[src/rtl/rename_unit_pkg.sv]
// Shared parameters, tag type and helpers for the rename stage.
// Imported by the free list and the rename unit top.
package rename_unit_pkg;

   localparam int N_ARCH = 32;
   localparam int N_PHYS = 64;
   localparam int PREG_W = $clog2(N_PHYS);
   localparam int AREG_W = $clog2(N_ARCH);
   localparam int FL_N   = N_PHYS - N_ARCH;
   localparam int FL_W   = $clog2(FL_N);

   typedef struct packed {
      logic [PREG_W-1:0] idx;
      logic              ready;
   } tag_t;

   function automatic tag_t mk_tag(
      input logic [PREG_W-1:0] idx,
      input logic              rdy
   );
      tag_t t;
      t.idx   = idx;
      t.ready = rdy;
      return t;
   endfunction

   // A tag being broadcast this cycle reads as ready.
   function automatic tag_t bypass(
      input tag_t              m,
      input logic              cv,
      input logic [PREG_W-1:0] ct
   );
      tag_t t;
      t = m;
      if (cv && (ct == m.idx)) t.ready = 1'b1;
      return t;
   endfunction

endpackage

[src/rtl/rename_unit_free_list.sv]
// Circular free list of physical tags with a committed read pointer
// so a squash can rewind speculative pops.
module rename_unit_free_list
   import rename_unit_pkg::*;
(
   input  logic              clock,
   input  logic              reset,
   input  logic              pop_i,
   input  logic              push_i,
   input  logic [PREG_W-1:0] push_tag_i,
   input  logic              restore_i,
   output logic [PREG_W-1:0] head_tag_o,
   output logic [PREG_W:0]   count_o
);

   logic [PREG_W-1:0] mem_q [FL_N];
   logic [FL_W-1:0]   head_q, head_d;
   logic [FL_W-1:0]   rhead_q, rhead_d;
   logic [FL_W-1:0]   tail_q, tail_d;
   logic [PREG_W:0]   count_q, count_d;

   // Next pointers; restore rewinds head to the committed point.
   always_comb begin
      rhead_d = rhead_q + FL_W'(push_i);
      tail_d  = tail_q + FL_W'(push_i);
      head_d  = head_q + FL_W'(pop_i);
      count_d = count_q + (PREG_W+1)'(push_i)
                        - (PREG_W+1)'(pop_i);
      if (restore_i) begin
         head_d  = rhead_d;
         count_d = (PREG_W+1)'(FL_N);
      end
   end

   // Storage and pointer registers; reset loads N_ARCH..N_PHYS-1.
   always_ff @(posedge clock) begin
      if (reset) begin
         for (int i = 0; i < FL_N; i++)
            mem_q[i] <= PREG_W'(N_ARCH + i);
         head_q  <= '0;
         rhead_q <= '0;
         tail_q  <= '0;
         count_q <= (PREG_W+1)'(FL_N);
      end else begin
         if (push_i) mem_q[tail_q] <= push_tag_i;
         head_q  <= head_d;
         rhead_q <= rhead_d;
         tail_q  <= tail_d;
         count_q <= count_d;
      end
   end

   // Retires can never return more tags than were handed out.
   always_ff @(posedge clock) begin
      if (!reset) assert (count_d <= (PREG_W+1)'(FL_N));
   end

   assign head_tag_o = mem_q[head_q];
   assign count_o    = count_q;

endmodule

[src/rtl/rename_unit.sv]
// R10K-style rename stage: speculative and architectural map tables,
// source lookup with CDB ready bypass, and free-list allocation.
module rename_unit
   import rename_unit_pkg::*;
(
   input  logic              clock,
   input  logic              reset,
   input  logic              dispatch_valid,
   input  logic              dispatch_has_dest,
   input  logic [4:0]        dispatch_rs1,
   input  logic [4:0]        dispatch_rs2,
   input  logic [4:0]        dispatch_rd,
   output logic [PREG_W:0]   T,
   output logic [PREG_W:0]   T1,
   output logic [PREG_W:0]   T2,
   output logic [PREG_W:0]   T_old,
   output logic              rename_stall,
   input  logic              cdb_valid,
   input  logic [PREG_W-1:0] cdb_tag,
   input  logic              retire_valid,
   input  logic [4:0]        retire_rd,
   input  logic [PREG_W-1:0] retire_T,
   input  logic [PREG_W-1:0] retire_T_old,
   input  logic              squash,
   output logic [PREG_W:0]   free_count
);

   tag_t              map_q  [N_ARCH];
   tag_t              arch_q [N_ARCH];
   tag_t              arch_d [N_ARCH];
   logic              alloc;
   logic [PREG_W-1:0] head_tag;
   logic [PREG_W:0]   count;

   rename_unit_free_list u_fl (
      .clock      (clock),
      .reset      (reset),
      .pop_i      (alloc),
      .push_i     (retire_valid),
      .push_tag_i (retire_T_old),
      .restore_i  (squash),
      .head_tag_o (head_tag),
      .count_o    (count)
   );

   assign free_count   = count;
   assign rename_stall = (count == '0);
   assign alloc = dispatch_valid && dispatch_has_dest &&
                  (dispatch_rd != '0) && !rename_stall && !squash;

   // Lookup reads the pre-edge map, so rs == rd sees the old mapping.
   always_comb begin
      T1 = mk_tag('0, 1'b1);
      T2 = mk_tag('0, 1'b1);
      if (dispatch_rs1 != '0)
         T1 = bypass(map_q[dispatch_rs1], cdb_valid, cdb_tag);
      if (dispatch_rs2 != '0)
         T2 = bypass(map_q[dispatch_rs2], cdb_valid, cdb_tag);
      T_old = bypass(map_q[dispatch_rd], cdb_valid, cdb_tag);
      T = alloc ? mk_tag(head_tag, 1'b0) : mk_tag('0, 1'b1);
   end

   // Architectural image including this cycle's retire.
   always_comb begin
      for (int i = 0; i < N_ARCH; i++) arch_d[i] = arch_q[i];
      if (retire_valid) arch_d[retire_rd] = mk_tag(retire_T, 1'b1);
   end

   // Architectural map register.
   always_ff @(posedge clock) begin
      if (reset) begin
         for (int i = 0; i < N_ARCH; i++)
            arch_q[i] <= mk_tag(PREG_W'(i), 1'b1);
      end else begin
         for (int i = 0; i < N_ARCH; i++)
            arch_q[i] <= arch_d[i];
      end
   end

   // Speculative map: squash restore, else CDB wakeup then allocation.
   always_ff @(posedge clock) begin
      if (reset) begin
         for (int i = 0; i < N_ARCH; i++)
            map_q[i] <= mk_tag(PREG_W'(i), 1'b1);
      end else if (squash) begin
         for (int i = 0; i < N_ARCH; i++)
            map_q[i] <= arch_d[i];
      end else begin
         for (int i = 0; i < N_ARCH; i++)
            if (cdb_valid && (map_q[i].idx == cdb_tag))
               map_q[i].ready <= 1'b1;
         if (alloc)
            map_q[dispatch_rd] <= mk_tag(head_tag, 1'b0);
      end
   end

endmodule

[config.mk]
export PLATFORM = sky130hd
export DESIGN_NAME = rename_unit
export DESIGN_NICKNAME = d
export VERILOG_FILES = /design/src/rtl/rename_unit_pkg.sv /design/src/rtl/rename_unit_free_list.sv /design/src/rtl/rename_unit.sv
export SDC_FILE = /design/constraint.sdc
export NUM_CORES = 1
export LEC_CHECK = 0
export CORE_ASPECT_RATIO = 1.5
export CORE_MARGIN = 5
export CORE_UTILIZATION = 40
export CTS_CLUSTER_SIZE = 12
export DETAILED_ROUTE_END_ITERATION = 16
export PLACE_DENSITY = 0.56
export SYNTH_ARGS = -nofsm -noshare
export SYNTH_HDL_FRONTEND = slang
export SYNTH_SLANG_ARGS = --single-unit
[constraint.sdc]
create_clock -name clock -period 8.3 [get_ports clock]
set_input_delay 1.245 -clock clock [delete_from_list [all_inputs] [get_ports clock]]
set_output_delay 1.245 -clock clock [all_outputs]
set_load 0.05 [all_outputs]
# Word level (Yosys, flattened, before mapping)
# Memories as Yosys holds them, arrays and structs flattened. A register that Yosys moved wholly into a read port is not among the register bits.
# Index checks and enable logic that the tools add are counted.
# W data, S select, Z words.
[word_totals]
ff_bits = 22
latchBits = 0
ram_bits = 640
romBits = 0
output_inout_bits = 36
wordCells = 446
n_memories = 3
[memory_table]
columns = ["memory", "words", "width", "rd", "rd_clocked_by_memory_dff", "wr", "line_no", "text"]
rows = [
  ["arch_q", 32, 7, 32, 0, 32, "rename_unit.sv:29", "tag_t arch_q [N_ARCH];"],
  ["map_q", 32, 7, 35, 0, 33, "rename_unit.sv:28", "tag_t map_q [N_ARCH];"],
  ["u_fl.mem_q", 32, 6, 1, 1, 32, "rename_unit_free_list.sv:16", "logic [PREG_W-1:0] mem_q [FL_N];"],
]
[op_classes]
n_addsub = 5
n_mul = 0
n_div = 0
n_lt_le_gt_ge = 2
eq_ne = 35
shifts = 0
mux = 252
bitwise = 97
n_reduce_logical = 48
[op_table]
columns = ["cell", "count"]
rows = [
  ["$mux W7", 68],
  ["$bwmux W224", 1],
  ["$mux W224", 1],
  ["$eq A6 B6 Y1", 35],
  ["$mux W1", 177],
  ["$or A1 B1 Y1", 96],
  ["$logic_and A1 B1 Y1", 40],
  ["$demux W7 S5", 1],
  ["$add A5 B1 Y5", 3],
  ["$mux W5", 3],
  ["$reduce_bool A5 Y1", 3],
  ["$add A7 B1 Y7", 1],
  ["$logic_not A7 Y1", 1],
  ["$sub A7 B1 Y7", 1],
  ["$ge A6 B6 Y1 const B", 1],
  ["$lt A6 B1 Y1 const B", 1],
  ["$mux W6", 1],
  ["$not A5 Y6", 1],
  ["$reduce_or A6 Y1", 1],
  ["$logic_not A1 Y1", 2],
  ["$reduce_or A2 Y1", 1],
]

# Depth between registers and ports, before layout
# Gate-level depths: netlist of the first run.
[logic_depth]
ltp_word = 9
depth_mapped = 18
ltp_nobuf = 17

# By module
# From an unflattened synthesis of the first run, not the netlist that was laid out.
[unflattened]
cells_unflattened = 2995
hier_area_um2 = 35477.8
[by_module_without_submodules]
columns = ["mod", "n_inst", "cells_per_inst", "area_each_um2", "seq_area_each_um2"]
rows = [
  ["rename_unit", 1, 2244, 25403.1, 10890.4],
  ["rename_unit_free_list", 1, 751, 10074.7, 6206.0],
]

# Worst setup path before layout of the first run
# Ideal clock, no wire load.
[synth_path]
path_type = "input to output"
start = "input port dispatch_rd[0]"
end = "output port T_old[0]"
arrival_ps = 4563
slack_ps = 2492
path_stages = 8
path_buffers = 2
cell_sequence = "buf_2 -> buf_2 -> mux4_2 -> a22oi_1 -> nand4_1 -> xnor2_1 -> nand4_1 -> o21ai_0"
[synth_between]
elab_chain_cells = 4
[synth_rtl]
columns = ["element", "line_no", "text"]
rows = [
  ["from (decl)", "rename_unit.sv:12", "input logic [4:0] dispatch_rd,"],
  ["$mem_v2 Z32 W7", "-", ""],
  ["via T_old[4]", "rename_unit.sv:16", "output logic [PREG_W:0] T_old,"],
  ["$eq A6 B6 Y1", "rename_unit_pkg.sv:35", "if (cv && (ct == m.idx)) t.ready = 1'b1;"],
  ["$logic_and A1 B1 Y1", "rename_unit_pkg.sv:35", ""],
  ["$mux W1", "rename_unit_pkg.sv:35", ""],
  ["to (decl)", "rename_unit.sv:16", ""],
]
# The timed path passes the listed nets, and every way through them passes these cells.

# Worst setup path in the final report of the first run
[layout_path]
start = "input port dispatch_rs2[0]"
end = "output port T2[0]"
[layout_between]
elab_chain_cells = 5
[layout_rtl]
columns = ["element", "line_no", "text"]
rows = [
  ["from (decl)", "rename_unit.sv:11", "input logic [4:0] dispatch_rs2,"],
  ["$mem_v2 Z32 W7", "-", ""],
  ["$eq A6 B6 Y1", "rename_unit_pkg.sv:35", ""],
  ["$logic_and A1 B1 Y1", "rename_unit_pkg.sv:35", ""],
  ["$mux W1", "rename_unit_pkg.sv:35", ""],
  ["$mux W7 (*)", "rename_unit.sv:57", "if (dispatch_rs2 != '0)"],
  ["to (decl)", "rename_unit.sv:15", "output logic [PREG_W:0] T2,"],
]
# Mark *: on every way between the ends. The rest lies on a longest branch, timed or not.

==> results of run 1 <==
==> layout by cell type (no fill, tap or decap), drive strengths merged, types with 8 or more instances in the layout <==
cell / count
a211o: 45
a21oi: 31
a221oi: 18
a22o: 8
a22oi: 73
and2: 47
and3: 12
buf: 87
clkbuf: 111
clkdlybuf4s50: 59
clkinv: 15
dfxtp: 278
edfxtp: 384
ha: 15
inv: 36
mux2i: 200
mux4: 208
nand2: 194
nand2b: 44
nand3: 33
nand3b: 15
nand4: 38
nor2: 227
nor2b: 59
nor3: 76
nor3b: 9
nor4: 37
o21ai: 41
o22ai: 113
o2bb2ai: 21
o32ai: 11
or2: 37
or3: 83
xnor2: 103
xor2: 118
==> power by group through the flow <==
stage	Combinational (mW)	Clock, mW	Sequential (mW)
floorplan	0.711	0	3.67
global placement	1.09	0	3.72
detailed placement	1.10	0	3.72
CTS	1.11	3.04	3.65
global route	1.15	3.16	3.66
finish	1.11	2.97	3.65
==> layout make-up <==
| class | count | area [um2] |
|---|---|---|
| timing repair buffer | 147 | 1220 |
| multi-input combinational | 1981 | 16660 |
| antenna | 4 | 10.01 |
| clock inverter | 20 | 170.2 |
| sequential | 662 | 17100 |
| fill | 8050 | 48690 |
| inverter | 32 | 121.4 |
| clock buffer | 110 | 1952 |
| tap | 1147 | 1435 |
==> tightest hold or removal path, cell delays in order, from the launching register on <==
cell     delay, ns
dfxtp_1       0.31
nor2_1        0.04
nand2_1       0.05
==> sequential cells by signal (all words and copies together), names as in the netlist <==
signal / count
map_q: 224
u_fl.mem_q: 192
u_fl.head_q: 5
u_fl.tail_q: 5
arch_q: 224
u_fl.rhead_q: 5
u_fl.count_o: 7
==> cells in the mapped netlist (44+ instances only) <==
cell type    n
edfxtp_1   384
dfxtp_1    278
nor2_1     224
mux4_2     204
mux2i_1    195
nand2_1    194
clkbuf_1   184
xor2_1     118
o22ai_1    107
xnor2_1    103
or3_1       83
nor3_1      76
a22oi_1     69
nor2b_1     59
buf_2       48
and2_1      47
a211o_1     45
nand2b_1    44
==> worst paths after layout <==
check / depth (start not counted) / to / slack (ns)
setup / recovery: 9 / T2[0] / 1.66
hold / removal: 2 / arch_q[1][21] / 0.43
setup reg to reg: 7 / map_q[7][4] / 4.34
hold reg to reg: 2 / arch_q[1][21] / 0.43
==> through the flow <==
step	setup WS [ns]	utilization	hold slack, ns	std cells
2_1_floorplan	2.492	-	0.3985	2952
3_3_place_gp	1.713	0.4182	0.4099	3969
3_5_place_dp	1.684	0.4182	0.4162	3969
4_1_cts	1.671	0.4425	0.4308	4099
5_1_grt	1.534	0.4425	0.4499	4099
6_report	1.660	0.4426	0.4328	4103
==> layer usage <==
| layer | wire length (um) | track usage |
|---|---|---|
| met5 | 32 | 0 |
| met4 | 9694 | 0.1607 |
| met3 | 8752 | 0.04639 |
| met2 | 65860 | 0.4732 |
| met1 | 44850 | 0.3004 |
==> kinds of logic after synthesis <==
group | after synthesis | share of synthesized area
compound gates | 403 | 0.08367
xor+xnor | 221 | 0.05518
fa+ha+maj | 16 | 0.005921
buf+inv | 309 | 0.03909
flops | 662 | 0.4873
mux | 411 | 0.1938
simple gates | 930 | 0.1350
==> results.toml, run 1 <==
[clocking]
h-tree-depth = 3
path_clk_slew_ns = 0.06
clk_path_buf_depth = 3
cts_setup_buffers = 0
holdBufCountCts = 0
clkLatencyLatePin_ns = 0.66
cts.root.buffer_cell = "clkbuf_16"
cts_buffers = 70
cts.sinks = 662
cts_resized = 0
cts_tree = "yes"

[setup_path]
r2r_start = "u_fl.head_q[0]"
worstPathRequired_ns = 7.05
cp_slowest_stage_delay_ns = 0.89
cp-end-kind = "output pin"
path_cells = "buf_2 > nor2b_1 > a22oi_1 > a31o_1 > a221oi_2 > xor2_1 > o2111ai_1 > o31ai_1 > clkdlybuf4s50_1"
worst-path-buf-inv = 2
cpLargestDelayFamily = "compound AO/OA/AOI/OAI gates"
critical_path_arrival_ns = 5.39
crit_path_start = "dispatch_rs2[0]"
slowest_stage = "clkdlybuf4s50_1"
critical_path.startpoint_type = "input port"
critPathMaxFanout = 23
worstSetupPathType = "input port to output pin"

[pwr]
pwr-share-seq = 0.472
finalPower_mw = 7.741
ir_worst_vdd_uv = 203.1
p_switching_mw = 2.182
power_switching_share = 0.2819
internal_power_mw = 5.559
powerDensity_mw_per_mm2 = 200.2
p_leak_nw = 12.65
p_clk_frac = 0.384
p_comb_frac = 0.144

[synthesis]
yosys.area.top_type_share = 0.3287
yosys_register_bits = 662
synth_nets = 3013
synth_edf_count = 384
synth_top_area_cell = "edfxtp_1"
yosysSeqAreaShare = 0.4873
synth-main-ff-cell = "edfxtp_1"
synth-async-reset-ratio = 0
ys_types = 76
syn_avg_cell_area_um2 = 11.88
syn-cell-area_mm2 = 0.03508
syn_inst = 2952
ys_warn_count = 0
synth_area_leaders = "edfxtp_1 33%, dfxtp_1 16%, mux4_2 13%, mux2i_1 5.6%, xor2_1 2.9%"

[sta]
slew_viol_final = 0
hold_violations = 0
period_minus_slack_ns = 6.640
finalCritPeriodShare = 0.8000
setup_viol = 0
rsz0062_at_grt = "false"
fmax_ghz = 0.1506
tns_ns = 0
tightest_slew_ns = 1.297
fin_skew_ns = 0.03233
relSlewSlack = 0.1346

[cells_and_area]
syn_to_final_growth_pct = 10.24
fin_area_mm2 = 0.03867
drive_above_1_share = 0.1575
nNetsFinal = 2955

[detailed_routing]
vias_per_cell = 6.273
drc = 0
via_count = 25740
routed_wl_mm = 129.2
dr.pass1.iters = 5
drt_iter0_drc = 2439
final_antenna_net_count = 0
drt-wirelength-per-cell_um = 31.49

[floorplan]
die_height_um = 372.7
start_util = 0.4015
die_w_um = 251.8
io_pins = 81
rows = 133
die_area_mm2 = 0.09385
fp.coreArea_mm2 = 0.08737

[place]
gp_congestion = 1.016
place_hpwl_mm = 90.60
io_buffers = 80
place_area_mm2 = 0.03654

[grt]
grt_usage = 0.2678
gr-total-overflow = 0
grt_max_degree = 100
antenna_found_initial = 5
grt_pass1_vias = 26100
grt_pass1_wl_mm = 184.5

[flow_run]
maxCapViolCount = 0

[worst_hold_path]
min_from = "arch_q[1][21]"
min_path_type = "flip-flop to flip-flop"

[outcome]
status = "complete, no violations"
Power figures use the tool's default switching activity.
==> run 2: changes to the inputs <==
PLACE_DENSITY = 0.59   (was 0.56)
clock period = 5.4 ns   (was 8.3 ns; I/O delays follow)
==> results.toml, run 2 (synthesis gave the netlist of run 1 again) <==
[outcome]
status = "complete, no violations"

[detailed_routing]
dr.pass1.iters = 6
via_count = 25860
final_antenna_net_count = 0
drt-wirelength-per-cell_um = 31.20
drc = 0
routed_wl_mm = 128.2
vias_per_cell = 6.295
drt_iter0_drc = 2846

[cells_and_area]
reg_top3 = "arch_q x224, map_q x224, u_fl.mem_q x192"
fin_area_mm2 = 0.03889
syn_to_final_growth_pct = 10.87
drive_above_1_share = 0.1618
antennaDiodeCount = 0
nNetsFinal = 2966
fin_util = 0.4452
fillers = 7978
layout_common_cells = "384 x edfxtp_1, 276 x dfxtp_1, 223 x nor2_1"
layout_commonest_cell = "edfxtp_1"

[sta]
tns_ns = 0
setup_viol = 0
hold_violations = 0
slew_viol_final = 0
fmax_ghz = 0.2070
tightest_slew_ns = 1.249
period_minus_slack_ns = 4.832
finalCritPeriodShare = 0.8948
relSlewSlack = 0.1664
fin_skew_ns = 0.02676
rsz0062_at_grt = "false"

[grt]
grt_usage = 0.2644
grt_pass1_wl_mm = 183.8
gr-total-overflow = 0
antenna_found_initial = 3
grt_pass1_vias = 26330
grt_max_degree = 101

[setup_path]
slowest_stage = "clkdlybuf4s50_1"
critical_path_arrival_ns = 4.02
path_depth = 8
cpLargestDelayFamily = "buffers and inverters"
critPathMaxFanout = 11
worstPathRequired_ns = 4.59
path_cells = "clkdlybuf4s50_1 > or3_1 > nor3_1 > buf_4 > or4_4 > buf_4 > nor2_1 > clkdlybuf4s50_1"
cp_slowest_stage_delay_ns = 0.92
cp-end-kind = "output pin"
critical_path.startpoint_type = "input port"
worstSetupPathType = "input port to output pin"
worst-path-buf-inv = 4
ff2ff_path_depth = 11

[clocking]
h-tree-depth = 3
cts.root.buffer_cell = "clkbuf_16"
cts.sinks = 662
cts_setup_buffers = 0
holdBufCountCts = 0
clkLatencyLatePin_ns = 0.64
cts_buffers = 70
cts_resized = 0
path_clk_slew_ns = 0.06
clk_path_buf_depth = 3
cts_tree = "yes"

[place]
place_hpwl_mm = 91.14
gp_congestion = 1.047
place_area_mm2 = 0.03673
io_buffers = 80

[pwr]
ir_worst_vdd_uv = 240.3
finalPower_mw = 11.97
p_leak_nw = 12.78
powerDensity_mw_per_mm2 = 307.8

[floorplan]
rows = 133
start_util = 0.4015
io_pins = 81
die_height_um = 372.7
die_w_um = 251.8
die_area_mm2 = 0.09385
fp.coreArea_mm2 = 0.08737

[worst_hold_path]
min_path_type = "flip-flop to flip-flop"
whs_path_depth = 2

[flow_run]
maxCapViolCount = 0
-- run 2: changes by cell type in the layout (fill, tap and decap cells not counted), sizes merged, moves of 2 or more --
cell,previous run,this run
diode,4,0
clkdlybuf4s50,59,55
inv,36,34
buf,87,102
clkbuf,111,117
clkinv,15,9
-- run 2: worst paths after layout --
kind | slack [ns] | start | end
min | 0.43 | arch_q[1][14] | arch_q[1][14]
max reg2reg | 1.64 | u_fl.count_o[2] | map_q[23][1]
min reg2reg | 0.43 | arch_q[1][14] | arch_q[1][14]
max | 0.57 | dispatch_rd[3] | T[6]
-- run 2: per-stage QoR --
stage	worst slack (ns)	hold WS, ns	instances
after floorplan	0.4623	0.3985	2952
after global placement	0.6305	0.4131	3980
after detailed placement	0.6332	0.4198	3980
after CTS	0.4881	0.4343	4108
after global routing	0.4055	0.4509	4108
final	0.5682	0.4267	4108
-- run 2: where the power goes --
part | internal [mW] | switching (mW) | leakage, nW
combinational | 0.590 | 1.11 | 5.96
sequential | 5.45 | 0.168 | 5.76
clock | 2.65 | 2.01 | 1.05
total | 8.69 | 3.29 | 12.8
-- run 2: per-layer routing --
layer,global-route usage,vias up,part of all wire,routed length [um]
li1,-,11020,-,-
met1,0.3005,13070,0.35,44920
met2,0.4676,1341,0.51,65290
met3,0.04389,433,0.069,8859
met4,0.1519,4,0.071,9048
met5,0,-,0.00025,32
-- run 2: cell type report --
cell class	instances	area, um2	area share
clock buffers	116	2049	0.05269
clock inverters	12	116.4	0.002992
inverters	32	121.4	0.003120
multi-input cells	1981	16670	0.4286
flip-flops and latches	662	17100	0.4397
well taps	1147	1435	0.03690
repair buffers	158	1403	0.03606
-- run 2: tightest hold or removal path: stages, from the launching register on --
cell and delay [ns]:
dfxtp_1 0.30, nor2_1 0.04, nand2_1 0.05
